### src/rtl/apb_master.sv
// apb_master: single-outstanding APB requester behind a valid/ready command port.
// Define APB_MASTER_TIMEOUT_EN to bound ACCESS wait states to TIMEOUT_CYCLES.
module apb_master #(
  parameter int ADDR_W         = 16,
  parameter int DATA_W         = 32,
  parameter int TIMEOUT_CYCLES = 16
) (
  input  logic              pclock,
  input  logic              rst,
  input  logic              cmd_valid,
  output logic              cmd_ready,
  input  logic              cmd_write,
  input  logic [ADDR_W-1:0] cmd_addr,
  input  logic [DATA_W-1:0] cmd_wdata,
  output logic              rsp_valid,
  output logic [DATA_W-1:0] rsp_rdata,
  output logic              rsp_err,
  output logic              psel,
  output logic              penable,
  output logic              pwrite,
  output logic [ADDR_W-1:0] paddr,
  output logic [DATA_W-1:0] pwdata,
  input  logic              pready,
  input  logic              pslverr,
  input  logic [DATA_W-1:0] prdata
);

  localparam logic [1:0] IDLE   = 2'b00;
  localparam logic [1:0] SETUP  = 2'b01;
  localparam logic [1:0] ACCESS = 2'b10;

  logic [1:0]        state_reg, state_next;
  logic [ADDR_W-1:0] paddr_reg, paddr_next;
  logic              pwrite_reg, pwrite_next;
  logic [DATA_W-1:0] pwdata_reg, pwdata_next;
  logic              rsp_valid_reg, rsp_valid_next;
  logic              rsp_err_reg, rsp_err_next;
  logic [DATA_W-1:0] rsp_rdata_reg, rsp_rdata_next;
  logic              accept;
  logic              timeout;

  // State is forced to IDLE asynchronously, so psel/penable drop without a clock edge.
  assign cmd_ready = rst & (state_reg == IDLE);
  assign accept    = cmd_valid & cmd_ready;
  assign psel      = (state_reg == SETUP) | (state_reg == ACCESS);
  assign penable   = (state_reg == ACCESS);
  assign pwrite    = pwrite_reg;
  assign paddr     = paddr_reg;
  assign pwdata    = pwdata_reg;
  assign rsp_valid = rsp_valid_reg;
  assign rsp_err   = rsp_err_reg;
  assign rsp_rdata = rsp_rdata_reg;

`ifdef APB_MASTER_TIMEOUT_EN
  localparam int CNT_W = $clog2(TIMEOUT_CYCLES + 1);

  logic [CNT_W-1:0] wait_cnt_reg, wait_cnt_next;

  // Fires on the wait edge that brings the count to TIMEOUT_CYCLES.
  assign timeout = (state_reg == ACCESS) & ~pready &
                   (wait_cnt_reg == CNT_W'(TIMEOUT_CYCLES - 1));

  always_comb begin
    wait_cnt_next = wait_cnt_reg;
    if (state_reg == SETUP) begin
      wait_cnt_next = '0;
    end else if ((state_reg == ACCESS) && !pready) begin
      wait_cnt_next = wait_cnt_reg + CNT_W'(1);
    end
  end

  always_ff @(posedge pclock or negedge rst) begin
    if (!rst) begin
      wait_cnt_reg <= '0;
    end else begin
      wait_cnt_reg <= wait_cnt_next;
    end
  end
`else
  // No wait limit in this build: constant false for any legal TIMEOUT_CYCLES.
  assign timeout = (TIMEOUT_CYCLES < 0);
`endif

  always_comb begin
    state_next     = state_reg;
    paddr_next     = paddr_reg;
    pwrite_next    = pwrite_reg;
    pwdata_next    = pwdata_reg;
    rsp_valid_next = 1'b0;
    rsp_err_next   = rsp_err_reg;
    rsp_rdata_next = rsp_rdata_reg;
    case (state_reg)
      IDLE: begin
        if (accept) begin
          state_next  = SETUP;
          paddr_next  = cmd_addr;
          pwrite_next = cmd_write;
          pwdata_next = cmd_write ? cmd_wdata : '0;
        end
      end
      SETUP: begin
        state_next = ACCESS;
      end
      ACCESS: begin
        if (pready) begin
          state_next     = IDLE;
          rsp_valid_next = 1'b1;
          rsp_err_next   = pslverr;
          rsp_rdata_next = pwrite_reg ? '0 : prdata;
        end else if (timeout) begin
          state_next     = IDLE;
          rsp_valid_next = 1'b1;
          rsp_err_next   = 1'b1;
          rsp_rdata_next = '0;
        end
      end
      default: begin
        state_next = IDLE;
      end
    endcase
  end

  always_ff @(posedge pclock or negedge rst) begin
    if (!rst) begin
      state_reg     <= IDLE;
      paddr_reg     <= '0;
      pwrite_reg    <= 1'b0;
      pwdata_reg    <= '0;
      rsp_valid_reg <= 1'b0;
      rsp_err_reg   <= 1'b0;
      rsp_rdata_reg <= '0;
    end else begin
      state_reg     <= state_next;
      paddr_reg     <= paddr_next;
      pwrite_reg    <= pwrite_next;
      pwdata_reg    <= pwdata_next;
      rsp_valid_reg <= rsp_valid_next;
      rsp_err_reg   <= rsp_err_next;
      rsp_rdata_reg <= rsp_rdata_next;
    end
  end

endmodule

### config.mk
export PLATFORM = sky130hd
export DESIGN_NAME = apb_master
export DESIGN_NICKNAME = d
export VERILOG_FILES = /design/src/rtl/apb_master.sv
export SDC_FILE = /design/constraint.sdc
export NUM_CORES = 1
export LEC_CHECK = 0
export CAP_MARGIN = 20
export CORE_AREA = 2 2 115 61
export DETAILED_ROUTE_END_ITERATION = 8
export DIE_AREA = 0 0 117 63
export DONT_BUFFER_PORTS = 1
export PLACE_DENSITY = 0.75
export SLEW_MARGIN = 20
export SYNTH_ARGS = -nofsm -noshare
export SYNTH_HDL_FRONTEND = slang
export SYNTH_SLANG_ARGS = --single-unit
### constraint.sdc
create_clock -name pclock -period 1.4 [get_ports pclock]
set_input_delay 0.28 -clock pclock [delete_from_list [all_inputs] [get_ports pclock]]
set_output_delay 0.28 -clock pclock [all_outputs]
set_load 0.01 [all_outputs]
==> metrics.yaml, run 1 <==
num-nets-final: 428
timing.clock.skew_ns: 0.00289
worst-endpoint-arrival_ns: 1.14
synth.lib_cells_used.distinct: 16
count_of_warnings_emitted_by_yosys: 0
share_clk_of_total_power_pct: 25.2
floorplan.initialDensity_pct: 54.4
syn_area_um2: 3500
vdd_ir_drop_max_mv: 1.25
setup_slack_ns: -0.0199
end_kind: "primary output"
timing.final.hold_violations: 85
final_cell_mix: "nand2_1 (97), dfrtp_1 (85), o21ai_0 (57)"
grt_first_pass_wirelength_mm: 11.1
fillers: 512
slowest_stage: "dfrtp_1"
setup_repair_after_global_routing_missed_its_margin: "true"
routed-via-count: 2268
syn_nets: 422
synth_cells: 332
dp.final_hpwl_mm: 5.20
timing_worst_slew_pin_value_ns: 0.278
die_x_um: 117
final_antenna_net_count: 0
sequential_cell_area_in_the_final_layout_um2: 2130
failing_checks: "negative hold slack, negative setup slack"
max_slew_margin_pct: 81.4
dp_worst_setup_slack_ns: -0.130
p_sw_mw: 3.21
avgViaCountPerCell: 5.21
holdCritPathClass: "in2async"
io_pins: 172
fin_crit_sh_pct: 101
layout.core_utilization_pct: 62.4
crit_path_time_final_ns: 1.42
power.share.sequential_pct: 51.0
finalMaxSlewViolations: 0
global_route_usage_over_all_layers_pct: 19.6
worst_skew_pair.late_latency_ns: 0.33
grt_start_max_net_pins: 89
htreeDepth: 3
cells_along_the_critical_path: "inv_2, ha_4, and2_4"
drt-total-wl_mm: 7.12
drc: 0
clockBufferDepth: 2
power-per-cell-area_nw_per_um2: 2360
setup.worst_path.class: "reg2out"
fp-row-count: 21
core_area_um2: 6440
vias_in_the_first_global_route: 2276
proportion_of_layout_cells_with_a_drive_suffix_above_1_pct: 17.5
cts_inserted_buffers: 9
cts_tree: "yes"
antenna_diode_instance_count: 0
setup_viol_count_final: 2
max-cap-violations: 0
die_h_um: 63
crit_required_ns: 1.12
outcome: "finished with violations"
area_of_the_multi_input_gates_um2: 1290
achievable-frequency_mhz: 704
clock_sink_count: 85
rr_worst_depth: 5
post_drt_wl_per_cell_um: 16.4
synthToLayoutAreaGrowth_pct: 14.6
worst_setup_hold_path_clk_slew_ns: 0.06
detailedRoute.firstIterationViolations: 126
synth_top_cell_by_area: "dfrtp_1"
fin_hold_ws_ns: -0.357
grt-ovfl-total: 0
synth_seq_cells: 85
power.static_leakage_nw: 1.92
first_pass_iters: 4
worstPathMaxFanout: 3
synth_area_per_cell_um2: 10.6
share_comb_of_total_power_pct: 23.8
buffer_ports.inserted: 0
gpl.final_weighted_congestion: 0.737
crit_path_max_incr_delay_ns: 0.39
design.die.area_um2: 7370
netlist.area_leader.share_pct: 60.7
yosysSeqAreaShare_pct: 60.7
switching_share_pct: 33.9
synth_top_cells_by_area: "dfrtp_1 (61%), nand2_1 (10%), o21ai_0 (8.4%), mux2_4 (6.9%), nand2b_1 (5.7%)"
layout.cells.most_common: "nand2_1"
p_int_mw: 6.28
grt_antenna_before_repair: 0
timing.critical_path.from_type: "register"
cts_root_buffer: "clkbuf_16"
fin_tns_setup_ns: -0.0397
==> critical path, delay by kind of cell, from the launching register on <==
family / cells / cell delay, ns
buf+inv: 1 / 0.10
fa+ha+maj: 1 / 0.16
simple gates: 1 / 0.16
flops: 1 / 0.39
==> cell type report <==
type                       count  share of cell area (%)
sequential                    85                    53.0
multi-input combinational    222                    32.1
clock buffer                  12                    6.39
timing repair buffer          17                    3.99
tap                           92                    2.87
clock inverter                 4                    1.37
inverter                       3                   0.280
==> path summary, 6_finish.rpt <==
kind                                  to  slack, ns          from
max                            cmd_ready      -0.02  state_reg[0]
min                        rsp_rdata[20]      -0.36           rst
max reg2reg                 state_reg[1]       0.01  state_reg[0]
min reg2reg                 rsp_rdata[6]       0.54  rsp_rdata[6]
max in group asynchronous     pwdata[29]       1.61           rst
min in group pclock           pwdata[24]       0.08     cmd_write
==> cells in the mapped netlist, drive strengths merged <==
master	n
and2	1
nand3	1
nand2	98
o21ai	64
dfrtp	85
clkbuf	12
nand2b	32
mux2	20
nor2b	1
a21oi	1
ha	4
inv	3
buf	10
==> layer usage <==
layer / vias up / track usage, % / part of all wire (%)
met5: - / 0 / 0
met4: 0 / 7.65 / 1.2
met3: 10 / 8.73 / 9.7
met2: 87 / 30.6 / 47
met1: 1089 / 24.1 / 42
li1: 1082 / - / -
==> cells by family (layout without fill, tap and decap cells) <==
kind of cell | after synthesis | after routing | share of synthesized area, %
flip-flops | 85 | 85 | 60.7
AND/OR/NAND/NOR | 133 | 133 | 17.1
multiplexers | 20 | 20 | 8.14
buffers and inverters | 25 | 36 | 3.39
adder cells (fa/ha/maj) | 4 | 4 | 1.43
AO/OA/AOI/OAI | 65 | 65 | 9.28
==> power by group through the flow <==
stage               registers [mW]  clock network (mW)  logic [mW]
global route                  4.98                2.55        2.56
detailed placement            4.88                   0        2.10
global placement              4.86                   0        1.95
CTS                           4.86                2.46        2.21
floorplan                     4.63                   0        1.67
finish                        4.84                2.39        2.26
==> timing repair <==
action                     4_1_cts  5_1_grt
hold endpoints to repair        85       85
buffers inserted                 2        2
gates resized for setup          6        6
pin swaps                        1        1
setup endpoints to repair       34       39
==> metrics by stage <==
| step | instance area [um^2] | hold slack (ns) | instances | total power, mW |
|---|---|---|---|---|
| 2_1_floorplan | 3510 | -0.0156 | 332 | 6.30 |
| 3_3_place_gp | 3640 | -0.0143 | 415 | 6.81 |
| 3_5_place_dp | 3640 | -0.0145 | 415 | 6.98 |
| 4_1_cts | 3990 | -0.373 | 433 | 9.52 |
| 5_1_grt | 4020 | -0.378 | 435 | 10.1 |
| 6_report | 4020 | -0.357 | 435 | 9.49 |
Note: power is estimated with default switching activity, not from simulation.
==> run 2: changes to the inputs <==
GPL_TIMING_DRIVEN = 0   (was not set)
==> metrics.yaml, run 2 (synthesis gave the netlist of run 1 again) <==
die_h_um: 63
cts_inserted_buffers: 9
cells_along_the_critical_path: "inv_2, ha_4, and2_4"
vias_in_the_first_global_route: 2323
crit_required_ns: 1.12
timing_worst_slew_pin_value_ns: 0.419
gpl.final_weighted_congestion: 0.750
post_drt_wl_per_cell_um: 17.6
setup_viol_count_final: 6
die_x_um: 117
crit_family: "flip-flops"
outcome: "finished with violations"
dp_worst_setup_slack_ns: -0.154
cts_tree: "yes"
timing.clock.skew_ns: 0.00214
finalMaxSlewViolations: 0
fin_crit_sh_pct: 103
proportion_of_layout_cells_with_a_drive_suffix_above_1_pct: 18.2
cts_root_buffer: "clkbuf_16"
global_route_usage_over_all_layers_pct: 21.2
io_pins: 172
rr_worst_depth: 6
switching_share_pct: 33.6
achievable-frequency_mhz: 691
share_comb_of_total_power_pct: 23.9
setup_slack_ns: -0.0469
holdCritPathClass: "in2async"
p_int_mw: 6.53
crit_path_max_incr_delay_ns: 0.43
worst_setup_hold_path_clk_slew_ns: 0.06
dp.final_hpwl_mm: 5.86
clockBufferDepth: 2
vdd_ir_drop_max_mv: 1.26
timing.rr.start: "state_reg[1]"
power.share.sequential_pct: 49.8
worstPathMaxFanout: 4
antenna_diode_instance_count: 0
avgViaCountPerCell: 5.30
synthToLayoutAreaGrowth_pct: 16.8
setup_repair_after_global_routing_missed_its_margin: "true"
p_sw_mw: 3.31
final_cell_mix: "nand2_1 (97), dfrtp_1 (85), o21ai_0 (44)"
htreeDepth: 3
clock_sink_count: 85
design.die.area_um2: 7370
grt-ovfl-total: 0
fillers: 537
grt_antenna_before_repair: 0
floorplan.initialDensity_pct: 54.4
max_slew_margin_pct: 72.1
dpl-instance-area_um2: 3620
r2r_end: "paddr[1]"
first_pass_iters: 4
failing_checks: "negative hold slack, negative setup slack"
grt_start_max_net_pins: 89
final_cell_area_um2: 4090
final_antenna_net_count: 0
num-nets-final: 438
power.static_leakage_nw: 1.94
setup.worst_path.class: "reg2out"
reg2reg_slack_ns: -0.01
crit_path_time_final_ns: 1.45
share_clk_of_total_power_pct: 26.3
timing.critical_path.from_type: "register"
core_area_um2: 6440
timing.final.hold_violations: 85
fp-row-count: 21
layout.core_utilization_pct: 63.6
detailedRoute.firstIterationViolations: 133
worst_skew_pair.late_latency_ns: 0.32
drc: 0
buffer_ports.inserted: 0
layout.cells.most_common: "nand2_1"
power-per-cell-area_nw_per_um2: 2400
timing.critical_path.buf_inv: 1
routed-via-count: 2352
worst-endpoint-arrival_ns: 1.17
drt-total-wl_mm: 7.82
grt_first_pass_wirelength_mm: 11.9
max-cap-violations: 0
worstSetupPathDepth: 3
slowest_stage: "dfrtp_1"
end_kind: "primary output"
fin_hold_ws_ns: -0.348
run 2: power groups by stage:
stage / Clock (mW) / Sequential [mW] / Combinational, mW
floorplan: 0 / 4.63 / 1.67
global placement: 0 / 4.89 / 1.91
detailed placement: 0 / 4.93 / 2.06
CTS: 2.65 / 4.91 / 2.21
global route: 2.79 / 5.04 / 2.66
finish: 2.58 / 4.90 / 2.35
run 2: area by class of cell:
cell class / count / area [um^2] / area share (%)
tap: 92 / 115 / 2.81
sequential: 85 / 2130 / 52.0
clock inverter: 4 / 97.6 / 2.38
clock buffer: 11 / 233 / 5.69
inverter: 3 / 11.3 / 0.275
multi-input combinational: 223 / 1310 / 32.1
buffer: 22 / 161 / 3.94
timing repair buffer: 4 / 33.8 / 0.825
run 2: stage by stage:
step / total power, mW / TNS [ns] / hold WS (ns) / cells
global placement: 6.81 / -5.04 / -0.0144 / 424
floorplan: 6.30 / 0 / -0.0156 / 332
finish: 9.84 / -0.0780 / -0.348 / 444
detailed placement: 6.99 / -8.87 / -0.0146 / 424
CTS: 9.77 / -0.484 / -0.361 / 442
global route: 10.5 / -0.899 / -0.369 / 444
run 2: per-layer routing:
metal	vias to the layer above	GRT usage (%)	part of all wire (%)
met2	103	32.4	47
met4	0	4.71	0.50
li1	1111	-	-
met1	1131	28.0	43
met3	7	9.60	9.8
met5	-	0	0
run 2: worst max-delay path by stage:
stage | slack, ns | endpoint | startpoint
after floorplan | 0.01 | paddr[10] | state_reg[0]
after global placement | -0.11 | paddr[8] | state_reg[0]
after detailed placement | -0.15 | paddr[2] | state_reg[0]
after CTS | -0.04 | cmd_ready | state_reg[1]
after global routing | -0.09 | cmd_ready | state_reg[0]
final | -0.05 | cmd_ready | state_reg[1]
run 2: repair_timing:
action / CTS / global route
hold endpoints to repair: 85 / 85
setup endpoints to repair: 86 / 83
cloned: 0 / 1
gates resized for setup: 16 / 44
setup buffers: 3 / 1
==> run 3: changes to the inputs <==
ABC_CLOCK_PERIOD_IN_PS = 1400   (was not set)
CORE_AREA = 2 2 121 64   (was 2 2 115 61)
DIE_AREA = 0 0 123 66   (was 0 0 117 63)
PLACE_DENSITY = 0.68   (was 0.75)
==> metrics.yaml, run 3 (synthesis gave the netlist of run 1 again) <==
clockBufferDepth: 2
cts_tree: "yes"
htreeDepth: 3
detailedRoute.firstIterationViolations: 81
finalMaxSlewViolations: 0
crit_path_time_final_ns: 1.48
worstPathMaxFanout: 4
avgViaCountPerCell: 5.15
vdd_ir_drop_max_mv: 1.58
buffer_ports.inserted: 0
io_pins: 172
cts_inserted_buffers: 9
grt_start_max_net_pins: 90
grt-ovfl-total: 0
outcome: "finished with violations"
dp.final_hpwl_mm: 5.81
drc: 0
proportion_of_layout_cells_with_a_drive_suffix_above_1_pct: 20.5
fin_hold_ws_ns: -0.360
post_drt_wl_per_cell_um: 18.0
clock_sink_count: 85
setup.worst_path.class: "reg2out"
fp-row-count: 22
antenna_diode_instance_count: 0
first_pass_iters: 4
power-per-cell-area_nw_per_um2: 2390
fillers: 619
routed-via-count: 2330
core_area_um2: 7100
grt_first_pass_wirelength_mm: 12.2
design.die.area_um2: 8120
fin_crit_sh_pct: 106
worst_skew_pair.late_latency_ns: 0.33
setup_viol_count_final: 18
drt-total-wl_mm: 8.12
die_h_um: 66
post_layout_nonfiller_instances: 452
crit_path_max_incr_delay_ns: 0.39
floorplan.initialDensity_pct: 49.3
failing_checks: "negative hold slack, negative setup slack"
timing.final.hold_violations: 85
timing_worst_slew_pin_value_ns: 0.423
dpl-instance-area_um2: 3630
vias_in_the_first_global_route: 2327
sequential_cell_area_in_the_final_layout_um2: 2130
setup_repair_after_global_routing_missed_its_margin: "true"
die_x_um: 123
timing.clock.skew_ns: 0.00441
global_route_usage_over_all_layers_pct: 20.3
report.power.total_mw: 9.96
final_cell_area_um2: 4170
timing.critical_path.from_type: "register"
reg2reg_slack_ns: -0.07
layout.cells.most_common: "nand2_1"
num-nets-final: 441
power.static_leakage_nw: 1.99
cells_along_the_critical_path: "inv_2, ha_4, and2_4"
slowest_stage: "dfrtp_1"
max_slew_margin_pct: 71.8
grt_antenna_before_repair: 0
cts_root_buffer: "clkbuf_16"
dp.cells: 428
max-cap-violations: 0
achievable-frequency_mhz: 677
end_kind: "primary output"
worst_setup_hold_path_clk_slew_ns: 0.06
setup_slack_ns: -0.0774
gpl.final_weighted_congestion: 0.728
holdCritPathClass: "in2async"
crit_required_ns: 1.12
area_of_the_multi_input_gates_um2: 1330
synthToLayoutAreaGrowth_pct: 18.9
worst-endpoint-arrival_ns: 1.20
final_cell_mix: "nand2_1 (97), dfrtp_1 (84), o21ai_0 (51)"
final_antenna_net_count: 0
[run 3: routing by layer]
metal	up-vias	track usage [%]	wire length, um
met3	11	9.14	868
met5	-	0	0
li1	1113	-	-
met4	0	7.67	123
met1	1108	26.2	3540
met2	98	30.1	3590
[run 3: area by class of cell]
cell class                 instances  share of cell area, %
inverter                           3                  0.270
multi-input combinational        223                   31.9
tap                               96                   2.88
buffer                            22                   4.05
clock buffer                      10                   5.49
timing repair buffer               7                   1.68
sequential                        85                   51.1
clock inverter                     6                   2.67
[run 3: timing repair]
item	4_1_cts	5_1_grt
pin swaps	2	5
buffers inserted	5	1
endpoints found under the hold margin	85	85
gates resized for setup	26	28
setup endpoints to repair	86	84
cloned	1	1
[run 3: worst paths after layout]
kind                               start            end  depth (start not counted)
max                         state_reg[0]      cmd_ready                          3
min                                  rst  rsp_rdata[18]                          0
max reg2reg                 state_reg[0]       paddr[3]                          5
min reg2reg                rsp_rdata[27]  rsp_rdata[27]                          2
max in group asynchronous            rst       paddr[2]                          0
min in group pclock        cmd_wdata[23]     pwdata[23]                          2
[run 3: stage by stage]
stage               setup WS, ns  utilization (%)  setup TNS [ns]
global route              -0.120             58.7           -3.23
floorplan                 0.0144                -               0
CTS                       -0.104             57.5           -1.18
detailed placement        -0.186             51.1          -10.48
finish                   -0.0774             58.7          -0.959
global placement          -0.169             51.1           -8.86
[run 3: power breakdown]
part / switching (mW) / internal, mW / leakage [nW]
Sequential: 1.32 / 3.55 / 1.08
Combinational: 1.12 / 1.31 / 0.738
Clock: 0.912 / 1.74 / 0.163
[run 3: critical path, delay by kind of cell, from the launching register on]
| family | cells | cell delay (ns) |
|---|---|---|
| adders and majority gates | 1 | 0.19 |
| buffers and inverters | 1 | 0.12 |
| DFF | 1 | 0.39 |
| and+or+nand+nor | 1 | 0.17 |
